[config.mk]
export PLATFORM = sky130hd
export DESIGN_NAME = aes_gcm_ghash_stage
export DESIGN_NICKNAME = d
export VERILOG_FILES = /design/src/rtl/aes_gcm_pkg.sv /design/src/rtl/aes_gf128_mul_serial.sv /design/src/rtl/aes_gcm_ghash_stage.sv
export SDC_FILE = /design/constraint.sdc
export NUM_CORES = 2
export LEC_CHECK = 0
export CAP_MARGIN = 10
export CORE_MARGIN = 5
export CORE_UTILIZATION = 30
export DETAILED_ROUTE_END_ITERATION = 12
export PLACE_DENSITY_LB_ADDON = 0.12
export SYNTH_ARGS = -nofsm -noshare
export SYNTH_HDL_FRONTEND = slang
export SYNTH_SLANG_ARGS = --single-unit
export TNS_END_PERCENT = 10
[constraint.sdc]
create_clock -name clk -period 13.05 [get_ports clk]
set_input_delay 2.61 -clock clk [delete_from_list [all_inputs] [get_ports clk]]
set_output_delay 2.61 -clock clk [all_outputs]
set_load 0.005 [all_outputs]
[src/rtl/aes_gcm_pkg.sv]
// Shared types and GF(2^128) helpers for the AES-GCM GHASH stage.
// Vectors are [0:127]: index 0 holds the x^0 coefficient, as in GCM.
package aes_gcm_pkg;

   typedef enum logic [2:0] {
      ST_IDLE,
      ST_MUL_A,
      ST_MUL_C,
      ST_WAIT_CT,
      ST_MUL_L,
      ST_DONE
   } ghash_state_t;

   localparam logic [0:127] GCM_R = 128'hE1 << 120;

   typedef struct packed {
      logic [0:127] z;
      logic [0:127] v;
   } gf_zv_t;

   // Applies the first n bits of h_digit (index 0 first) to the running Z/V pair.
   function automatic gf_zv_t fn_gf128_mul_digit(input logic [0:127] z, input logic [0:127] v,
                                                 input logic [0:31] h_digit, input int n);
      gf_zv_t acc;
      acc.z = z;
      acc.v = v;
      for (int i = 0; i < 32; i++) begin
         if (i < n) begin
            if (h_digit[i]) acc.z = acc.z ^ acc.v;
            acc.v = acc.v[127] ? ((acc.v >> 1) ^ GCM_R) : (acc.v >> 1);
         end
      end
      return acc;
   endfunction

   // Zeroes bits [r:127] of the final ciphertext block when it is partial.
   function automatic logic [0:127] fn_ct_mask(input logic [0:127] ct, input logic [6:0] r,
                                               input logic last);
      logic [0:127] keep;
      keep = ~({128{1'b1}} >> r);
      if (!last || r == 7'd0) keep = '1;
      return ct & keep;
   endfunction

endpackage

[src/rtl/aes_gf128_mul_serial.sv]
// Digit-serial GF(2^128) multiplier: Z = X * H in 128/MUL_DIGIT cycles.
// o_z is the combinational result during the o_done cycle so a new start can chain on it.
module aes_gf128_mul_serial
   import aes_gcm_pkg::*;
#(
   parameter int MUL_DIGIT = 8
) (
   input  logic         clk,
   input  logic         rst,
   input  logic         i_start,
   input  logic [0:127] i_x,
   input  logic [0:127] i_h,
   output logic         o_done,
   output logic [0:127] o_z
);
   localparam int M  = 128 / MUL_DIGIT;
   localparam int CW = (M > 1) ? $clog2(M) : 1;
   localparam logic [CW-1:0] LAST = CW'(M - 1);

   logic [0:127]  r_z;
   logic [0:127]  r_v;
   logic [0:127]  r_h;
   logic [CW-1:0] r_cnt;
   logic          r_busy;
   gf_zv_t        w_step;

   assign w_step = fn_gf128_mul_digit(r_z, r_v, r_h[0:31], MUL_DIGIT);
   assign o_done = r_busy && (r_cnt == LAST);
   assign o_z    = w_step.z;

   always_ff @(posedge clk) begin
      if (rst) begin
         r_z    <= '0;
         r_v    <= '0;
         r_h    <= '0;
         r_cnt  <= '0;
         r_busy <= 1'b0;
      end else if (i_start) begin
         r_z    <= '0;
         r_v    <= i_x;
         r_h    <= i_h;
         r_cnt  <= '0;
         r_busy <= 1'b1;
      end else if (r_busy) begin
         r_z   <= w_step.z;
         r_v   <= w_step.v;
         r_h   <= r_h << MUL_DIGIT;
         r_cnt <= r_cnt + 1'b1;
         if (r_cnt == LAST) r_busy <= 1'b0;
      end
   end

endmodule

[src/rtl/aes_gcm_ghash_stage.sv]
// GHASH accumulation and tag generation for AES-GCM with a valid/ready input.
// Optional macro AES_GHASH_CT_PASSTHRU_EN adds a registered masked-ciphertext output.
module aes_gcm_ghash_stage
   import aes_gcm_pkg::*;
#(
   parameter int MUL_DIGIT = 8
) (
   input  logic         clk,
   input  logic         rst,
   input  logic         i_valid,
   output logic         o_ready,
   input  logic         i_new_instance,
   input  logic [0:127] i_cipher_text,
   input  logic [0:127] i_aad,
   input  logic [0:127] i_h,
   input  logic [0:127] i_encrypted_j0,
   input  logic [0:127] i_instance_size,
   output logic [0:127] o_tag,
   output logic         o_tag_valid,
   output logic         o_error
`ifdef AES_GHASH_CT_PASSTHRU_EN
   ,
   output logic [0:127] o_cipher_text,
   output logic         o_ct_valid
`endif
);
   ghash_state_t r_state;
   logic [0:127] r_x;
   logic [0:127] r_hkey;
   logic [0:127] r_ej0;
   logic [0:127] r_size;
   logic [0:127] r_ct;
   logic [56:0]  r_nblk;
   logic [0:127] r_tag;
   logic         r_tag_valid;
   logic         r_error;

   logic         w_accept;
   logic         w_new_start;
   logic         w_wait_start;
   logic [63:0]  w_new_lena;
   logic [63:0]  w_new_lenc;
   logic [56:0]  w_new_nblk;
   logic         w_new_illegal;
   logic [0:127] w_new_ct;
   logic [0:127] w_wait_ct;
   logic         w_start;
   logic [0:127] w_operand;
   logic [0:127] w_mul_h;
   logic         w_mul_done;
   logic [0:127] w_mul_z;

   assign o_ready      = (r_state == ST_IDLE) | (r_state == ST_WAIT_CT);
   assign w_accept     = i_valid & o_ready;
   assign w_new_lena   = i_instance_size[0:63];
   assign w_new_lenc   = i_instance_size[64:127];
   assign w_new_nblk   = w_new_lenc[63:7] + 57'(|w_new_lenc[6:0]);
   assign w_new_illegal = (w_new_lena > 64'd128);
   assign w_new_start  = w_accept & i_new_instance & ~w_new_illegal;
   assign w_wait_start = w_accept & ~i_new_instance & (r_state == ST_WAIT_CT);
   assign w_new_ct     = fn_ct_mask(i_cipher_text, w_new_lenc[6:0], w_new_nblk == 57'd1);
   assign w_wait_ct    = fn_ct_mask(i_cipher_text, r_size[121:127], r_nblk == 57'd1);

   assign o_tag       = r_tag;
   assign o_tag_valid = r_tag_valid;
   assign o_error     = r_error;

   // Operand selection: the next multiply starts on the same edge the previous one completes.
   always_comb begin
      w_start   = 1'b0;
      w_operand = '0;
      w_mul_h   = r_hkey;
      if (w_new_start) begin
         w_start = 1'b1;
         w_mul_h = i_h;
         if (w_new_lena != 64'd0)      w_operand = i_aad;
         else if (w_new_nblk != 57'd0) w_operand = w_new_ct;
         else                          w_operand = i_instance_size;
      end else if (w_wait_start) begin
         w_start   = 1'b1;
         w_operand = r_x ^ w_wait_ct;
      end else if (w_mul_done) begin
         case (r_state)
            ST_MUL_A: begin
               w_start   = 1'b1;
               w_operand = w_mul_z ^ ((r_nblk != 57'd0) ? r_ct : r_size);
            end
            ST_MUL_C: begin
               if (r_nblk == 57'd1) begin
                  w_start   = 1'b1;
                  w_operand = w_mul_z ^ r_size;
               end
            end
            default: ;
         endcase
      end
   end

   aes_gf128_mul_serial #(
      .MUL_DIGIT (MUL_DIGIT)
   ) u_mul (
      .clk     (clk),
      .rst     (rst),
      .i_start (w_start),
      .i_x     (w_operand),
      .i_h     (w_mul_h),
      .o_done  (w_mul_done),
      .o_z     (w_mul_z)
   );

   always_ff @(posedge clk) begin
      if (rst) begin
         r_state     <= ST_IDLE;
         r_x         <= '0;
         r_hkey      <= '0;
         r_ej0       <= '0;
         r_size      <= '0;
         r_ct        <= '0;
         r_nblk      <= '0;
         r_tag       <= '0;
         r_tag_valid <= 1'b0;
         r_error     <= 1'b0;
      end else begin
         r_tag_valid <= 1'b0;
         r_error     <= 1'b0;
         case (r_state)
            ST_IDLE, ST_WAIT_CT: begin
               if (w_accept) begin
                  if (i_new_instance) begin
                     // A new instance arriving in WAIT_CT aborts the open one.
                     r_error <= w_new_illegal | (r_state == ST_WAIT_CT);
                     if (w_new_illegal) begin
                        r_state <= ST_IDLE;
                     end else begin
                        r_x    <= '0;
                        r_hkey <= i_h;
                        r_ej0  <= i_encrypted_j0;
                        r_size <= i_instance_size;
                        r_ct   <= w_new_ct;
                        r_nblk <= w_new_nblk;
                        if (w_new_lena != 64'd0)      r_state <= ST_MUL_A;
                        else if (w_new_nblk != 57'd0) r_state <= ST_MUL_C;
                        else                          r_state <= ST_MUL_L;
                     end
                  end else if (r_state == ST_IDLE) begin
                     r_error <= 1'b1;
                  end else begin
                     r_state <= ST_MUL_C;
                  end
               end
            end
            ST_MUL_A: begin
               if (w_mul_done) begin
                  r_x     <= w_mul_z;
                  r_state <= (r_nblk != 57'd0) ? ST_MUL_C : ST_MUL_L;
               end
            end
            ST_MUL_C: begin
               if (w_mul_done) begin
                  r_x     <= w_mul_z;
                  r_nblk  <= r_nblk - 57'd1;
                  r_state <= (r_nblk == 57'd1) ? ST_MUL_L : ST_WAIT_CT;
               end
            end
            ST_MUL_L: begin
               if (w_mul_done) begin
                  r_tag       <= w_mul_z ^ r_ej0;
                  r_tag_valid <= 1'b1;
                  r_state     <= ST_DONE;
               end
            end
            ST_DONE:  r_state <= ST_IDLE;
            default:  r_state <= ST_IDLE;
         endcase
      end
   end

`ifdef AES_GHASH_CT_PASSTHRU_EN
   logic [0:127] r_ct_out;
   logic         r_ct_valid;

   assign o_cipher_text = r_ct_out;
   assign o_ct_valid    = r_ct_valid;

   always_ff @(posedge clk) begin
      if (rst) begin
         r_ct_out   <= '0;
         r_ct_valid <= 1'b0;
      end else begin
         r_ct_valid <= 1'b0;
         if (w_new_start && (w_new_nblk != 57'd0)) begin
            r_ct_out   <= w_new_ct;
            r_ct_valid <= 1'b1;
         end else if (w_wait_start) begin
            r_ct_out   <= w_wait_ct;
            r_ct_valid <= 1'b1;
         end
      end
   end
`endif

endmodule

* Word-level counts from Yosys, hierarchy flattened *
Index checks and enable logic that the tools add are counted.

storage, ports and cells
  output and inout port bits = 131
  register bits after elaboration = 1,219
  input bits = 644
  logic and storage cells = 161

cells by class
  shift-type cells = 2
  $lt $le $gt $ge = 1
  equal/unequal tests = 15
  multiplexer cells = 64
  reduce and logical (&&, ||, !) cells = 25
  add/subtract/negate cells = 3
  bitwise gates (word level) = 36

operators with widths
  kind                       number
  $mux W128                  34
  $xor A128 B128 Y128        12
  $pmux W128 S2              2
  $and A128 B128 Y128        2
  $not A128 Y128             2
  $shr A128 B7 Y128 const A  2
  $mux W57                   4
  $eq A57 B1 Y1 const B      2
  $pmux W57 S2               1
  $reduce_bool A57 Y1        2
  $gt A64 B8 Y1 const B      1
  $reduce_bool A64 Y1        1
  $add A57 B1 Y57            1
  $sub A57 B1 Y57 const B    1
  $mux W3                    11
  $not A3 Y4                 8
  $reduce_and A5 Y1          3
  $logic_not A7 Y1           2
  $pmux W3 S4                1
  $mux W1                    10
  $ne A2 B1 Y1 const B       4
  $reduce_or A2 Y1           4
  $reduce_or A7 Y1           1
  $eq A3 B2 Y1 const B       2
  other kinds (18)           33

* Logic depth before layout (Yosys ltp) *
  depth in word-level cells = 23
  gate-level depth with buffers = 24
  depth with buffers taken out = 17

* By module *
From an unflattened synthesis, not the netlist that was laid out.

unflattened totals
  cells, all modules = 10,182
  area, all modules = 74,874.3 µm²

by module, submodules not included
  module                cells each  times used  area an instance (µm²)  sequential area each (µm²)
  aes_gcm_ghash_stage   6,034       1           44,712.9                16,615.9
  aes_gf128_mul_serial  4,148       1           30,161.4                7,787.5

* Least setup slack after synthesis *
No wires, ideal clock.

  path kind = input port to flip-flop
  start = in i_instance_size[125] (netlist name)
  end = reg r_ct[31] (netlist name)
  stages on the path = 24
  arrival = 7,483 ps
  setup slack = 5,435 ps
  path buffers = 7
  required time = 12,918 ps
  setup time = 132 ps
  cells stage by stage = clkbuf_1 -> or2_2 -> clkbuf_1 -> nor2_1 -> nand2_1 -> nor2_1 -> clkinv_1 -> clkbuf_1 -> ha_1 -> ha_1 -> nand4_1 -> or4_4 -> or2_1 -> buf_2 -> nor3_1 -> xnor2_1 -> nand4_1 -> or4b_4 -> or4_1 -> buf_2 -> buf_6 -> buf_2 -> o211ai_1 -> a21oi_1

on the way
  longest elaborated chain between the ends = 7
  elaborated cells on any way between the ends = 10
  those cells by class = add/sub (1); eq/ne (1); shift (1); mux (1); bitwise (2); reduce/logical (4)

RTL lines
  item                     line                        source
  start: declaration       aes_gcm_ghash_stage.sv:17   input logic [0:127] i_instance_size,
  $reduce_or A7 Y1         aes_gcm_ghash_stage.sv:57   assign w_new_nblk = w_new_lenc[63:7] + 57'(|w_new_lenc[6:0]);
  $add A57 B1 Y57          aes_gcm_ghash_stage.sv:57
  $eq A57 B1 Y1            aes_gcm_ghash_stage.sv:61   assign w_new_ct = fn_ct_mask(i_cipher_text, w_new_lenc[6:0], w_new_nblk == 57'd1);
  $logic_not A1 Y1         aes_gcm_pkg.sv:41           if (!last || r == 7'd0) keep = '1;
  $logic_or A1 B1 Y1       aes_gcm_pkg.sv:41
  $mux W128 (*)            aes_gcm_pkg.sv:41
  $and A128 B128 Y128 (*)  aes_gcm_pkg.sv:42           return ct & keep;
  end signal: assignment   aes_gcm_ghash_stage.sv:139  r_ct <= w_new_ct;
  end: declaration         aes_gcm_ghash_stage.sv:32   logic [0:127] r_ct;

Mark *: on every way between the ends. The rest lies on a longest branch, timed or not.
A chain may end at the register's enable or synchronous reset.

* Final worst setup path *
  start = in i_instance_size[123] (netlist name)
  end = reg u_mul.r_v[28] (netlist name)

on the way
  longest elaborated chain between the ends = 11
  elaborated cells on any way between the ends = 15
  those cells by class = add/sub (1); eq/ne (1); shift (1); mux (5); bitwise (2); reduce/logical (5)

RTL lines
  item                    line                        source
  $reduce_or A7 Y1        aes_gcm_ghash_stage.sv:57
  $add A57 B1 Y57         aes_gcm_ghash_stage.sv:57
  $eq A57 B1 Y1           aes_gcm_ghash_stage.sv:61
  $logic_not A1 Y1        aes_gcm_pkg.sv:41
  $logic_or A1 B1 Y1      aes_gcm_pkg.sv:41
  $mux W128               aes_gcm_pkg.sv:41
  $and A128 B128 Y128     aes_gcm_pkg.sv:42
  $mux W128 (*)           aes_gcm_ghash_stage.sv:77   else if (w_new_nblk != 57'd0) w_operand = w_new_ct;
  $mux W128 (*)           aes_gcm_ghash_stage.sv:76   if (w_new_lena != 64'd0) w_operand = i_aad;
  $mux W128 (*)           aes_gcm_ghash_stage.sv:73   if (w_new_start) begin
  $mux W128 (*)           aes_gf128_mul_serial.sv:38  end else if (i_start) begin
  end signal: assignment  aes_gf128_mul_serial.sv:40  r_v <= i_x;
  end signal: assignment  aes_gf128_mul_serial.sv:46  r_v <= w_step.v;
  end: declaration        aes_gf128_mul_serial.sv:21  logic [0:127] r_v;

Marked as above.

==> key figures <==
Outcome
  – Outcome: finished clean

Synthesis
  – Post-Synthesis Cells: 9783
  – Synthesized Nets: 10.4k
  – Synth area leaders: dfxtp_1, xnor2_1, nand2_1, xor2_1, a211oi_1
  – Ys Warns: 0
  – Post-synth ARST share: 0
  – Post-synth top cells: nand2_1, dfxtp_1, xnor2_1, clkbuf_1, nor2_1
  – Post-Syn Area: 0.0743 mm²
  – Top_reg_cell synth: dfxtp_1
  – Most frequent cell after synthesis: nand2_1
  – Top cell type's share of synthesized area: 0.328
  – Yosys top cell by area: dfxtp_1
  – Fraction of the yosys area taken by sequential cells: 0.328
  – Unique masters post-synth: 86
  – Register bit total from synthesis: 1219
  – Syn avg cell area: 7.59 µm²
  – Number of synthesized flops with an enable pin: 0

Worst hold path
  – Hold Crit Endpoint: r_size[123]$_SDFFE_PP0P_
  – Hold depth: 2
  – HP Start: r_size[123]$_SDFFE_PP0P_
  – Worst min-delay path category: reg -> reg

Power and ir drop
  – Maximum vdd ir drop: 0.000105 V
  – P_leak: 0.0299 µW
  – Combinational fraction of design power: 0.086
  – Total chip power: 9440 µW
  – Clock power frac: 0.518
  – PwrDens: 104 mW/mm²
  – Sw Share: 0.267
  – P_int: 6920 µW
  – Switching power: 2520 µW
  – Sequential power share: 0.397

Run
  – Max cap viols: 0

Final layout
  – Proportion of layout cells with a drive suffix above 1: 0.0560
  – Final nets: 10.7k
  – Area grow syn2layout: 21.7%
  – Final instance area: 0.0904 mm²
  – Fillers: 25.7k
  – Layout Utilization: 0.367

Clock tree
  – Num Clock Sinks: 1219
  – Setup bufs post-CTS: 0
  – CTS tree: built
  – H-tree depth: 4
  – Reg clk slew, reported paths: 60 ps
  – Hold Buf Count CTS: 0
  – Maximum buffer depth of the clock tree: 3
  – Root buffer cell: clkbuf_16
  – TritonCTS Buffers: 161
  – PostCTS Resize Cnt: 0
  – Worst-Skew Late Latency: 860 ps

Floorplanning
  – Die height: 508 µm
  – Site Rows: 182
  – I/O Pins: 775
  – Starting Density: 0.302
  – Die span in x: 508 µm
  – DIE AREA: 0.258 mm²
  – Core Area: 0.246 mm²

Setup path
  – Flop-to-flop setup slack: 7520 ps
  – Crit Path Class: in -> reg
  – CP max FO: 54
  – Critical Path AT: 10180 ps
  – CP Launch Type: input port
  – FF-to-FF End: u_mul.r_v[75]$_SDFFE_PP0P_
  – Critical path origin: i_instance_size[123]
  – CP Data Required Time: 13780 ps
  – R2r worst-path depth: 15
  – Worst R2R Start: r_nblk[0]$_SDFFE_PP0P_
  – Worst Setup End Kind: flop

Timing
  – Fin crit share: 0.724
  – Final setup margin: 3600 ps
  – Final Max Slew Viols: 0
  – # setup viols final: 0
  – Fin Setup TNS: 0 ps
  – Slew margin rel.: 0.122
  – Max Freq: 0.106 GHz
  – Final hold vios: 0
  – Min cycle time layout: 9450 ps
  – Unrepaired setup endpoints after global routing: false
  – Worst-Margin Slew: 1310 ps
  – Clock Skews: 78.1 ps

Routing
  – Antenna-violating nets left: 0
  – Vias per inst: 5.53
  – WL final: 396000 µm
  – Residual DRC count: 0
  – Wirelength per Cell: 29.4 µm
  – DR pass1 iterations: 6
  – DRT iter0 DRCs: 7689
  – DR vias: 74.6k

Global route
  – Number of global-route vias before repair: 71.2k
  – First-pass GRT wire length: 554000 µm
  – Total track usage: 0.294
  – Antenna violations before repair: 83
  – Pin count of the biggest net entering global routing: 185
  – Global route overflow: 0

Placed design
  – Placer Congestion: 1.01
  – Dpl ws: 3010 ps
  – IO buf count: 774
  – HPWL Detailed: 286000 µm
  – Placement Cell Area: 0.0845 mm²
[power groups by stage]
stage	sequential [µW]	clock, µW	combinational, µW
global placement	3830	0	798
detailed placement	3830	0	795
CTS	3740	5000	799
finish	3750	4890	810
global route	3740	5140	839
floorplan	3820	0	309
[routing by layer]
layer	global-route usage	wire, µm	vias up
met5	0	276	-
met4	0.183	28800	44
met3	0.0722	33300	910
met2	0.434	167000	3384
met1	0.383	167000	36300
li1	-	-	34000
[state kept, by name, summed over array words and instances, names as in the netlist, 3 cells and up]
name	flops
u_mul.r_z	128
o_tag	128
u_mul.r_v	128
r_ej0	128
r_hkey	128
u_mul.r_h	128
r_ct	128
r_x	128
r_size	128
r_state	3
u_mul.r_cnt	4
r_nblk	57
[critical path, cell delays in order]
cell	delay [ps]
clkdlybuf4s50_1	480
or2_0	850
nor2_1	190
nand2_1	180
nor2_1	250
clkinv_1	140
buf_4	220
ha_1	350
ha_1	370
nand4_1	200
nor4_1	660
nand3_1	280
xor2_1	260
nand2b_1	80
o31a_1	330
or4b_4	690
or4_4	860
buf_4	440
o311a_1	380
o221a_1	210
[cell families after synthesis]
family / Yosys count / synth area share
flip-flops: 1219 / 0.328
AND/OR/NAND/NOR: 3407 / 0.194
XOR/XNOR: 1589 / 0.190
adder cells (fa/ha/maj): 5 / 0.000842
multiplexers: 274 / 0.0369
AO/OA/AOI/OAI: 2316 / 0.200
buffers and inverters: 973 / 0.0507
[cells in the final DEF, fill, tap and decap left out, types with 19 or more instances in the layout]
cell type and instances:
nand2_1 1919, dfxtp_1 1210, xnor2_1 1096, clkdlybuf4s50_1 772, nor2_1 764, a21oi_1 645
xor2_1 479, o21ai_0 455, a211oi_1 436, mux2i_1 274, nand3_1 198, buf_4 198
clkbuf_16 161, o211ai_1 155, nor2b_1 134, o22ai_1 91, a31oi_1 83, and3_1 81
a22oi_1 78, o221ai_1 70, nor3_1 65, a22o_1 60, inv_1 45, clkbuf_8 43
diode_2 40, nor4_1 38, and2_1 37, nand4_1 35, clkinv_2 29, or3_1 28
o31ai_1 22, a221oi_1 19, clkbuf_1 19
[final cells by class]
type	count	area [µm²]	share of cell area
diodes	40	100	0.00111
clock buffers	223	4690	0.0519
clock inverters	70	1170	0.0129
inverters	49	188	0.00208
multi-input cells	7591	46400	0.513
flip-flops and latches	1219	24400	0.270
well taps	3312	4140	0.0458
repair buffers	979	9370	0.104
[how the worst max path moves through the flow]
stage	to	slack, ps
4_1_cts	u_mul.r_v[28]$_SDFFE_PP0P_	3870
3_3_place_gp	u_mul.r_v[28]$_SDFFE_PP0P_	3070
2_1_floorplan	r_ct[31]$_SDFFE_PP0P_	5430
3_5_place_dp	u_mul.r_v[30]$_SDFFE_PP0P_	3010
5_1_grt	u_mul.r_v[28]$_SDFFE_PP0P_	3390
6_report	u_mul.r_v[28]$_SDFFE_PP0P_	3600
[stage by stage]
step,hold WS [ps],std cells
floorplan,430,9783
global placement,438,13100
detailed placement,445,13100
CTS,455,13400
global route,476,13500
finish,455,13500
Note: power is estimated with default switching activity, not from simulation.
